### src/rtl/systolic_scheduler.sv
// Operand fetch / skew / issue sequencer for an N x N systolic array.
// Optional SA_SCHED_PERF_CNT_EN adds a saturating WAIT_PE stall-cycle counter.
module systolic_scheduler #(
  parameter int N  = 4,
  parameter int KW = 16
) (
  input  logic            clk,
  input  logic            n_rst,
  input  logic            cmd_valid,
  output logic            cmd_ready,
  input  logic [KW-1:0]   cmd_k,
  output logic            op_req,
  output logic [KW-1:0]   op_idx,
  input  logic            op_valid,
  input  logic [N*32-1:0] op_x,
  input  logic [N*32-1:0] op_w,
  output logic [N*32-1:0] x_feed,
  output logic [N*32-1:0] w_feed,
  output logic            pe_start,
  input  logic            pe_stall_any,
  input  logic            pe_ready_all,
  output logic            busy,
  output logic            done
`ifdef SA_SCHED_PERF_CNT_EN
  ,output logic [31:0]    stall_cycles
`endif
);

  typedef enum logic [2:0] {IDLE, FETCH, ISSUE, WAIT_PE, DRAIN, DONE} state_t;

  localparam int DW = (N > 1) ? $clog2(2*N) : 1;
  localparam logic [DW-1:0] DRAIN_INIT = DW'(2*(N-1));

  state_t        r_state, w_nxt;
  logic [KW-1:0] r_k, r_cmdk;
  logic [DW-1:0] r_dcnt;
  logic          r_drain;
  logic          r_cmd_ready, r_op_req, r_pe_start, r_busy, r_done;
  logic [KW:0]   w_kinc;
  logic          w_accept, w_adv, w_last, w_load, w_dshift, w_shift, w_clr;

  // k+1 is formed one bit wider so cmd_k = 2^KW-1 terminates without wrap
  assign w_kinc   = {1'b0, r_k} + (KW+1)'(1);
  assign w_last   = (w_kinc >= {1'b0, r_cmdk});
  assign w_accept = (r_state == IDLE) && cmd_valid;
  assign w_adv    = (r_state == WAIT_PE) && !pe_stall_any && pe_ready_all;
  assign w_load   = (r_state == FETCH) && op_valid;
  assign w_dshift = (r_state == DRAIN) && (r_dcnt != '0);
  assign w_shift  = w_load || w_dshift;
  assign w_clr    = w_accept || (r_state == DONE);

  always_comb begin
    w_nxt = r_state;
    case (r_state)
      IDLE:    if (cmd_valid) w_nxt = (cmd_k == '0) ? DONE : FETCH;
      FETCH:   if (op_valid) w_nxt = ISSUE;
      ISSUE:   w_nxt = WAIT_PE;
      WAIT_PE: if (w_adv) begin
                 if (r_drain)                w_nxt = DRAIN;
                 else if (!w_last)           w_nxt = FETCH;
                 else if (DRAIN_INIT == '0)  w_nxt = DONE;
                 else                        w_nxt = DRAIN;
               end
      DRAIN:   w_nxt = (r_dcnt == '0) ? DONE : ISSUE;
      DONE:    w_nxt = IDLE;
      default: w_nxt = IDLE;
    endcase
  end

  // Outputs are registered from the next state so they align with the state
  always_ff @(posedge clk or negedge n_rst) begin
    if (!n_rst) begin
      r_state     <= IDLE;
      r_cmd_ready <= 1'b1;
      r_op_req    <= 1'b0;
      r_pe_start  <= 1'b0;
      r_busy      <= 1'b0;
      r_done      <= 1'b0;
    end else begin
      r_state     <= w_nxt;
      r_cmd_ready <= (w_nxt == IDLE);
      r_op_req    <= (w_nxt == FETCH);
      r_pe_start  <= (w_nxt == ISSUE);
      r_busy      <= (w_nxt != IDLE);
      r_done      <= (w_nxt == DONE);
    end
  end

  always_ff @(posedge clk or negedge n_rst) begin
    if (!n_rst) begin
      r_k     <= '0;
      r_cmdk  <= '0;
      r_dcnt  <= '0;
      r_drain <= 1'b0;
    end else begin
      if (w_accept) begin
        r_cmdk  <= cmd_k;
        r_k     <= '0;
        r_drain <= 1'b0;
      end
      if (w_adv && !r_drain) begin
        r_k <= w_kinc[KW-1:0];
        if (w_last) begin
          r_dcnt  <= DRAIN_INIT;
          r_drain <= 1'b1;
        end
      end
      if (w_dshift) r_dcnt <= r_dcnt - 1'b1;
    end
  end

  // Lane i is an (i+1)-deep chain; all chains advance together on each issue step
  for (genvar i = 0; i < N; i++) begin : g_lane
    logic [31:0] r_cx [0:i];
    logic [31:0] r_cw [0:i];
    always_ff @(posedge clk or negedge n_rst) begin
      if (!n_rst) begin
        for (int unsigned j = 0; j <= i; j++) begin
          r_cx[j] <= '0;
          r_cw[j] <= '0;
        end
      end else if (w_clr) begin
        for (int unsigned j = 0; j <= i; j++) begin
          r_cx[j] <= '0;
          r_cw[j] <= '0;
        end
      end else if (w_shift) begin
        r_cx[0] <= w_load ? op_x[32*i +: 32] : '0;
        r_cw[0] <= w_load ? op_w[32*i +: 32] : '0;
        for (int unsigned j = 1; j <= i; j++) begin
          r_cx[j] <= r_cx[j-1];
          r_cw[j] <= r_cw[j-1];
        end
      end
    end
    assign x_feed[32*i +: 32] = r_cx[i];
    assign w_feed[32*i +: 32] = r_cw[i];
  end

`ifdef SA_SCHED_PERF_CNT_EN
  logic [31:0] r_stall;
  always_ff @(posedge clk or negedge n_rst) begin
    if (!n_rst)                                     r_stall <= '0;
    else if (w_accept)                              r_stall <= '0;
    else if ((r_state == WAIT_PE) && !w_adv && (r_stall != '1)) r_stall <= r_stall + 1'b1;
  end
  assign stall_cycles = r_stall;
`endif

  assign cmd_ready = r_cmd_ready;
  assign op_req    = r_op_req;
  assign op_idx    = r_k;
  assign pe_start  = r_pe_start;
  assign busy      = r_busy;
  assign done      = r_done;

endmodule
### config.mk
export PLATFORM = sky130hd
export DESIGN_NAME = systolic_scheduler
export DESIGN_NICKNAME = d
export VERILOG_FILES = /design/src/rtl/systolic_scheduler.sv
export SDC_FILE = /design/constraint.sdc
export NUM_CORES = 1
export LEC_CHECK = 0
export CAP_MARGIN = 15
export CORE_ASPECT_RATIO = 0.9
export CORE_MARGIN = 4
export CORE_UTILIZATION = 52
export DETAILED_ROUTE_END_ITERATION = 10
export GPL_ROUTABILITY_DRIVEN = 0
export HOLD_SLACK_MARGIN = 0.02
export PLACE_DENSITY = 0.77
export SLEW_MARGIN = 20
export SYNTH_ARGS = -nofsm -noshare
export SYNTH_HDL_FRONTEND = slang
export SYNTH_SLANG_ARGS = --single-unit
### constraint.sdc
create_clock -name clk -period 3.9 [get_ports clk]
set_clock_uncertainty 0.15 [all_clocks]
set_input_delay 0.975 -clock clk [delete_from_list [all_inputs] [get_ports clk]]
set_output_delay 0.975 -clock clk [all_outputs]
set_load 0.02 [all_outputs]
==> results of run 1 <==
==> cell usage after synthesis (3+ instances only) <==
| library cell | number | area share (%) |
|---|---|---|
| o31ai_1 | 7 | 0.19 |
| buf_1 | 4 | 0.053 |
| xnor2_1 | 9 | 0.28 |
| ha_1 | 19 | 0.84 |
| o21ai_1 | 300 | 5.3 |
| clkbuf_1 | 76 | 1.0 |
| a31oi_1 | 6 | 0.13 |
| buf_2 | 33 | 0.58 |
| a21oi_1 | 6 | 0.11 |
| nor2b_1 | 8 | 0.18 |
| clkbuf_2 | 24 | 0.42 |
| nand3_1 | 14 | 0.25 |
| nor2_1 | 16 | 0.21 |
| nand2b_1 | 3 | 0.066 |
| and3_1 | 3 | 0.066 |
| inv_1 | 24 | 0.32 |
| nor4_1 | 4 | 0.088 |
| a21o_1 | 4 | 0.11 |
| buf_4 | 196 | 5.2 |
| xor2_1 | 5 | 0.15 |
| dfrtp_1 | 683 | 60 |
| nand4_1 | 4 | 0.088 |
| a211oi_1 | 3 | 0.080 |
| nand2_1 | 793 | 11 |
| a22o_1 | 256 | 7.9 |
| buf_6 | 54 | 2.1 |
| mux2_2 | 5 | 0.20 |
| o21ai_0 | 116 | 2.1 |
==> path summary, 6_finish.rpt <==
check | startpoint | to | slack (ns) | cells past startpoint
setup / recovery | op_idx[0] | r_dcnt[2] | 0.73 | 11
hold / removal | n_rst | w_feed[110] | 0.23 | 1
setup reg to reg | op_idx[0] | r_dcnt[2] | 0.73 | 11
hold reg to reg | g_lane[3].r_cw[59] | w_feed[123] | 0.33 | 2
max in group asynchronous | n_rst | g_lane[1].r_cw[62] | 2.25 | 3
min in group clk | g_lane[3].r_cw[59] | w_feed[123] | 0.33 | 2
==> power groups by stage <==
| stage | Clock, mW | Combinational [mW] | Sequential (mW) |
|---|---|---|---|
| after global placement | 0 | 9.01 | 11.2 |
| final | 6.79 | 9.27 | 11.3 |
| after CTS | 6.93 | 9.36 | 11.3 |
| after detailed placement | 0 | 9.28 | 11.3 |
| after floorplan | 0 | 6.57 | 11.2 |
| after global routing | 7.26 | 10.1 | 11.6 |
==> layout make-up <==
class,count,area (µm²),area share (%)
tap,697,872,2.48
clock buffer,92,1960,5.57
clock inverter,24,359,1.02
multi-input combinational,1610,8450,24.1
sequential,684,17100,48.8
antenna,12,30.0,0.0856
inverter,24,90.1,0.257
timing repair buffer,606,6220,17.7
==> cells in the final DEF (no fill, tap or decap), drive strengths merged, types with 5 or more instances in the layout <==
master	netlist	routed
o21ai	416	416
ha	19	19
clkbuf	100	92
inv	24	29
diode	0	12
nor4	5	5
xnor2	9	9
bufinv	0	8
a21oi	6	6
nor2	17	17
nand3	14	14
buf	287	53
o31ai	7	7
nor2b	8	8
a31oi	6	6
a22o	256	256
clkdlybuf4s50	0	553
mux2	5	5
xor2	5	5
dfrtp	683	683
clkinv	0	9
nand2	793	793
==> per-stage QoR <==
step	instances	setup WS [ns]	power (mW)	instance area [µm²]	utilization (%)
after CTS	3737	0.726	27.5	35100	65.6
after floorplan	2705	1.00	17.8	28300	-
after global routing	3748	0.404	28.9	35100	65.7
after global placement	3621	0.783	20.3	32800	61.3
after detailed placement	3621	0.708	20.6	32800	61.3
final	3749	0.727	27.3	35100	65.7
==> sequential cells by signal (all words and copies together), names as in the netlist, 3 cells and up <==
signal / cells
w_feed: 96
r_state: 3
g_lane.r_cw: 224
g_lane.r_cx: 224
r_cmdk: 16
op_idx: 16
r_dcnt: 3
x_feed: 96
==> kinds of logic after synthesis <==
group                    share of synthesized area, %
adder cells (fa/ha/maj)                         0.840
flip-flops                                       60.5
multiplexers                                    0.234
AND/OR/NAND/NOR                                  11.9
XOR/XNOR                                        0.433
buffers and inverters                            9.74
AO/OA/AOI/OAI                                    16.3
==> layer usage <==
metal	up-vias	routed length (µm)	GRT usage [%]
met2	652	33800	37.9
met1	10100	29100	32.2
met4	6	2880	9.50
li1	9512	-	-
met5	-	38	0
met3	177	4980	6.61
==> results.md, run 1 <==
* Drt pass-1 iters at 5
* CORE AREA at 0.0535 mm²
* Crit-path cells: ha_1 -> nand3_1 -> nor2_1 -> nand4_1 -> xnor2_1 -> ha_1 -> a211o_1 -> a21oi_1 -> o21a_1 -> a31oi_1 -> o31a_1
* Area grow syn2layout at 24.0%
* Nets at 3,292
* Seq/Total Area, Yosys at 60.5%
* CTS Hold Bufs at 0
* CTS clock-pin slew for the worst setup and hold paths at 0.06 ns
* Most used DFF post-synth: dfrtp_1
* Port Buffer Count at 554
* Fillers at 4,014
* H-tree lvl count at 3
* First-pass GRT wire length at 113,000 µm
* Die Ht at 229 µm
* Largest net degree at the start of global routing at 143
* Slew @ Worst Pin at 0.800 ns
* Design internal power at 17.9 mW
* Endpoint type of the worst setup path: flip-flop
* Slew Limit Fails at 0
* Reg power frac at 41.2%
* Clock network power share at 24.8%
* Fin crit share at 81.3%
* Initial antenna violation count at 16
* Post-synthesis cell count at 2,705
* Vias/cell at 5.44
* Async set or reset register ratio after synthesis at 100%
* Die area at 0.0582 mm²
* Initial Utilization at 52.9%
* VDD IR max at 0.498 mV
* Number of DRC markers in iteration 0 at 1,459
* Sw Pwr at 9.46 mW
* Vias at 20,400
* Share of layout cells above drive strength 1 at 5.63%
* Cell area power density at 779 mW/mm²
* Worst EP arrival at 3.51 ns
* Logic pwr share at 33.9%
* CP Max Fanout at 7
* Peak Freq at 315 MHz
* TNS Setup at 0 ns
* TritonCTS buffer count at 69
* Crit-path leading delay family: compound AO/OA/AOI/OAI gates
* Pleak at 15.8 nW
* Final wirelength at 70,800 µm
* Slowest CP cell: dfrtp_1
* Final hold slack at 0.230 ns
* Crit path top cell by count: ha_1
* Crit path time final at 3.17 ns
* Mapped Avg Cell Area at 10.5 µm²
* CP Class: flip-flop to flip-flop
* Mapped cell area at 0.0283 mm²
* CTS Root Cell: clkbuf_16
* CTS sink cnt at 684
* Dpl hpwl at 47,500 µm
* Worst path buffer plus inverter count at 0
* Hold Fails Final Rpt at 0
* Synthesis warning total at 0
* Max-cap check violation count at 0
* CP required at 4.24 ns
* WL per Instance at 18.9 µm
* Ports at 555
* CTS tree: yes
* Post-synth EDFFs at 0
* Die Span X at 254 µm
* Vias in the first global route at 20,700
* Overflow after GRT at 0
* Yosys cell types at 51
* # setup viols final at 0
* Seq cells post-synth at 684
* Outcome: finished, final reports clean
* CP startpoint kind: flip-flop
* Clk_lat worst skew at 0.61 ns
* DRC viols at 0
* Setup Fix Bufs, Post-CTS at 0
* Slew margin rel. at 46.6%
* RSZ-0062 raised after global routing: no
* Number of routed nets with antenna violations at 0
* Longest Clk Path Bufs at 3
* Syn Nets at 3,002
* Min-Delay Path Class: input port to asynchronous set/reset pin
* Gates resized, CTS repair at 0
* CP max stage delay at 0.45 ns
* Rows at 80
* Sw Share at 34.6%
* Total track usage at 24.1%
Note: power is estimated with default switching activity, not from simulation.
==> run 2: changes to the inputs <==
CORE_UTILIZATION = 47   (was 52)
PLACE_DENSITY = 0.74   (was 0.77)
clock period = 2.65 ns   (was 3.9 ns; I/O delays follow)
==> run 2 against run 1 <==
Net effect: fmax is 21% higher; combinational power up 54%; die area up 10%; core utilization decreased by 5.1 points; sequential power is 47% higher; cell count is 4.2% higher; sequential share of layout area decreased by 1.4 points; highest routed layer unchanged.
==> results.md, run 2 (synthesis gave the netlist of run 1 again) <==
* Die area at 0.0642 mm² (+10%)
* Vias in the first global route at 21,100 (+2.2%)
* Dpl hpwl at 50,100 µm (+5.5%)
* Nets at 3,363 (+2.2%)
* First-pass GRT wire length at 115,000 µm (+1.4%)
* RSZ-0062 raised after global routing: yes
* Worst Setup Slack, final at 0.0335 ns (-0.694 ns)
* Hold Startpoint: g_lane[3].r_cw[47]
* Max-cap check violation count at 0 (unchanged)
* Commonest cells after routing, fill and taps aside: nand2_1, dfrtp_1, clkdlybuf4s50_1
* Clock network power share at 25.0% (+0.2 points)
* Reg power frac at 40.3% (-0.9 points)
* CP startpoint kind: flip-flop
* Slew Limit Fails at 0 (unchanged)
* CP Class: flip-flop to flip-flop
* Pleak at 16.3 nW (+3.2%)
* Number of routed nets with antenna violations at 0 (unchanged)
* Vias/cell at 5.34 (-1.9%)
* Initial antenna violation count at 5 (-11)
* CTS sink cnt at 684 (unchanged)
* WL per Instance at 18.5 µm (-2.1%)
* CTS clock-pin slew for the worst setup and hold paths at 0.06 ns (about the same)
* Number of DRC markers in iteration 0 at 1,586 (+8.7%)
* Clk_lat worst skew at 0.60 ns (about the same)
* Initial Utilization at 47.4% (-5.5 points)
* Ports at 555 (unchanged)
* Overflow after GRT at 0 (unchanged)
* Slowest CP cell: dfrtp_2
* Sw Share at 34.7% (+0.13 points)
* Total track usage at 22.1% (-2.0 points)
* DRC viols at 0 (unchanged)
* Share of layout cells above drive strength 1 at 8.56% (+2.9 points)
* Commonest non-fill, non-tap cell in the layout: nand2_1
* Total Power at 41.3 mW (+51%)
* Slew margin rel. at 56.6% (+9.9 points)
* Largest net degree at the start of global routing at 103 (-28%)
* Rows at 85 (+6.3%)
* VDD IR max at 0.603 mV (+21%)
* Final wirelength at 72,200 µm (+1.9%)
* FF-to-FF Start: op_idx[1]
* Cell area power density at 1140 mW/mm² (+47%)
* CTS tree: yes
* Worst EP arrival at 2.94 ns (-0.57 ns)
* WHS Path Cells at 2
* Area grow syn2layout at 27.8%
* R2r endpoint: r_dcnt[2]
* CP required at 2.97 ns (-1.27 ns)
* Hold Path End: w_feed[111]
* Sw Pwr at 14.3 mW (+51%)
* Slew @ Worst Pin at 0.651 ns (-0.149 ns)
* Outcome: finished, final reports clean
* Reg2Reg Depth at 10 (-1)
* Crit path time final at 2.62 ns (-0.556 ns)
* CP Max Fanout at 4 (-3)
* Fin crit share at 98.7% (+17 points)
* Port Buffer Count at 554 (unchanged)
* Logic pwr share at 34.7% (+0.8 points)
* TritonCTS buffer count at 70 (+1.4%)
* Die Ht at 241 µm (+5.0%)
* Top flop regs: g_lane.r_cw: 224 flops, g_lane.r_cx: 224 flops
* Crit-path cells: ha_4 -> nand3_4 -> nor2_1 -> xor2_1 -> ha_1 -> a211oi_1 -> o22ai_1 -> o211ai_1 -> a31oi_2 -> o31a_1
* Vias at 20,800 (+2.2%)
* Hold Fails Final Rpt at 0 (unchanged)
* Design Area, Final at 0.0362 mm² (+3.0%)
* Crit-path leading delay family: compound AO/OA/AOI/OAI gates
* Min-Delay Path Class: flip-flop to flip-flop
* Die Span X at 267 µm (+5.0%)
* Drt pass-1 iters at 5 (unchanged)
* Core Util, Final at 60.6% (-5.1 points)
* Peak Freq at 382 MHz (+21%)
* H-tree lvl count at 3 (unchanged)
* Final hold slack at 0.329 ns (+0.0995 ns)
* Worst path buffer plus inverter count at 0 (unchanged)
* CP max stage delay at 0.40 ns (-0.05 ns)
* Longest Clk Path Bufs at 3 (unchanged)
* CTS Root Cell: clkbuf_16
* R2R Setup Slk at 0.03 ns (-0.69 ns)
* Endpoint type of the worst setup path: flip-flop
* Design internal power at 26.9 mW (+51%)
* Placed cell areas at 0.0336 mm² (+2.7%)
* CORE AREA at 0.0597 mm² (+12%)
* Pre-CTS setup slack at -0.0405 ns (-0.749 ns)
* # setup viols final at 0 (unchanged)
## run 2: metal layers
metal	part of all wire, %	routed length, µm	up-vias	track usage (%)
li1	-	-	9645	-
met1	41	29900	10400	29.7
met2	49	35200	652	36.0
met3	6.6	4750	136	5.08
met4	3.2	2290	2	7.57
met5	0.021	15	-	0
## run 2: metrics by stage
step | std cells | setup TNS (ns)
floorplan | 2705 | -0.249
global placement | 3773 | 0
detailed placement | 3773 | -0.102
CTS | 3899 | 0
global route | 3904 | -0.822
finish | 3905 | 0
## run 2: area by class of cell
class                   count  area [µm²]
repair buffers            676        6980
clock buffers              94        1980
clock inverters            31         440
inverters                  24        90.1
multi-input cells        1610        8550
fillers                  4666       23500
flip-flops and latches    684       17100
diodes                      3        7.51
well taps                 783         980
## run 2: worst max path at each step
stage,start,endpoint,slack (ns),cells after the start
6_report,op_idx[1],r_dcnt[2],0.03,10
5_1_grt,op_idx[1],r_dcnt[2],-0.15,11
4_1_cts,op_idx[0],r_dcnt[2],0.01,10
3_5_place_dp,op_idx[0],r_dcnt[2],-0.04,11
3_3_place_gp,op_idx[0],r_dcnt[1],0.003,11
2_1_floorplan,op_idx[0],r_dcnt[1],-0.08,11
## run 2: power groups by stage
stage / clock network, mW / registers [mW] / logic (mW)
after floorplan: 0 / 16.5 / 9.68
after global placement: 0 / 16.6 / 13.9
after detailed placement: 0 / 16.7 / 14.3
after CTS: 10.5 / 16.6 / 14.4
after global routing: 11.0 / 17.1 / 15.6
final: 10.3 / 16.6 / 14.3
## run 2: timing repair
action | 4_1_cts | 5_1_grt
endpoints found under the setup margin | 5 | 7
hold buffers | 1 | 0
endpoints found under the hold margin | 38 | 0
pin swaps | 2 | 3
setup buffers | 0 | 3
resized for setup | 5 | 7
## run 2: worst min-delay path: stages, from the launching register on
cell and delay (ns):
dfrtp_1 0.34, nand2_1 0.05, o21ai_0 0.06
==> run 3: changes to the inputs <==
HOLD_SLACK_MARGIN = 0.08   (was 0.02)
==> results of run 3 <==
The final DEF is identical to that of run 2; final timing and power are the same.
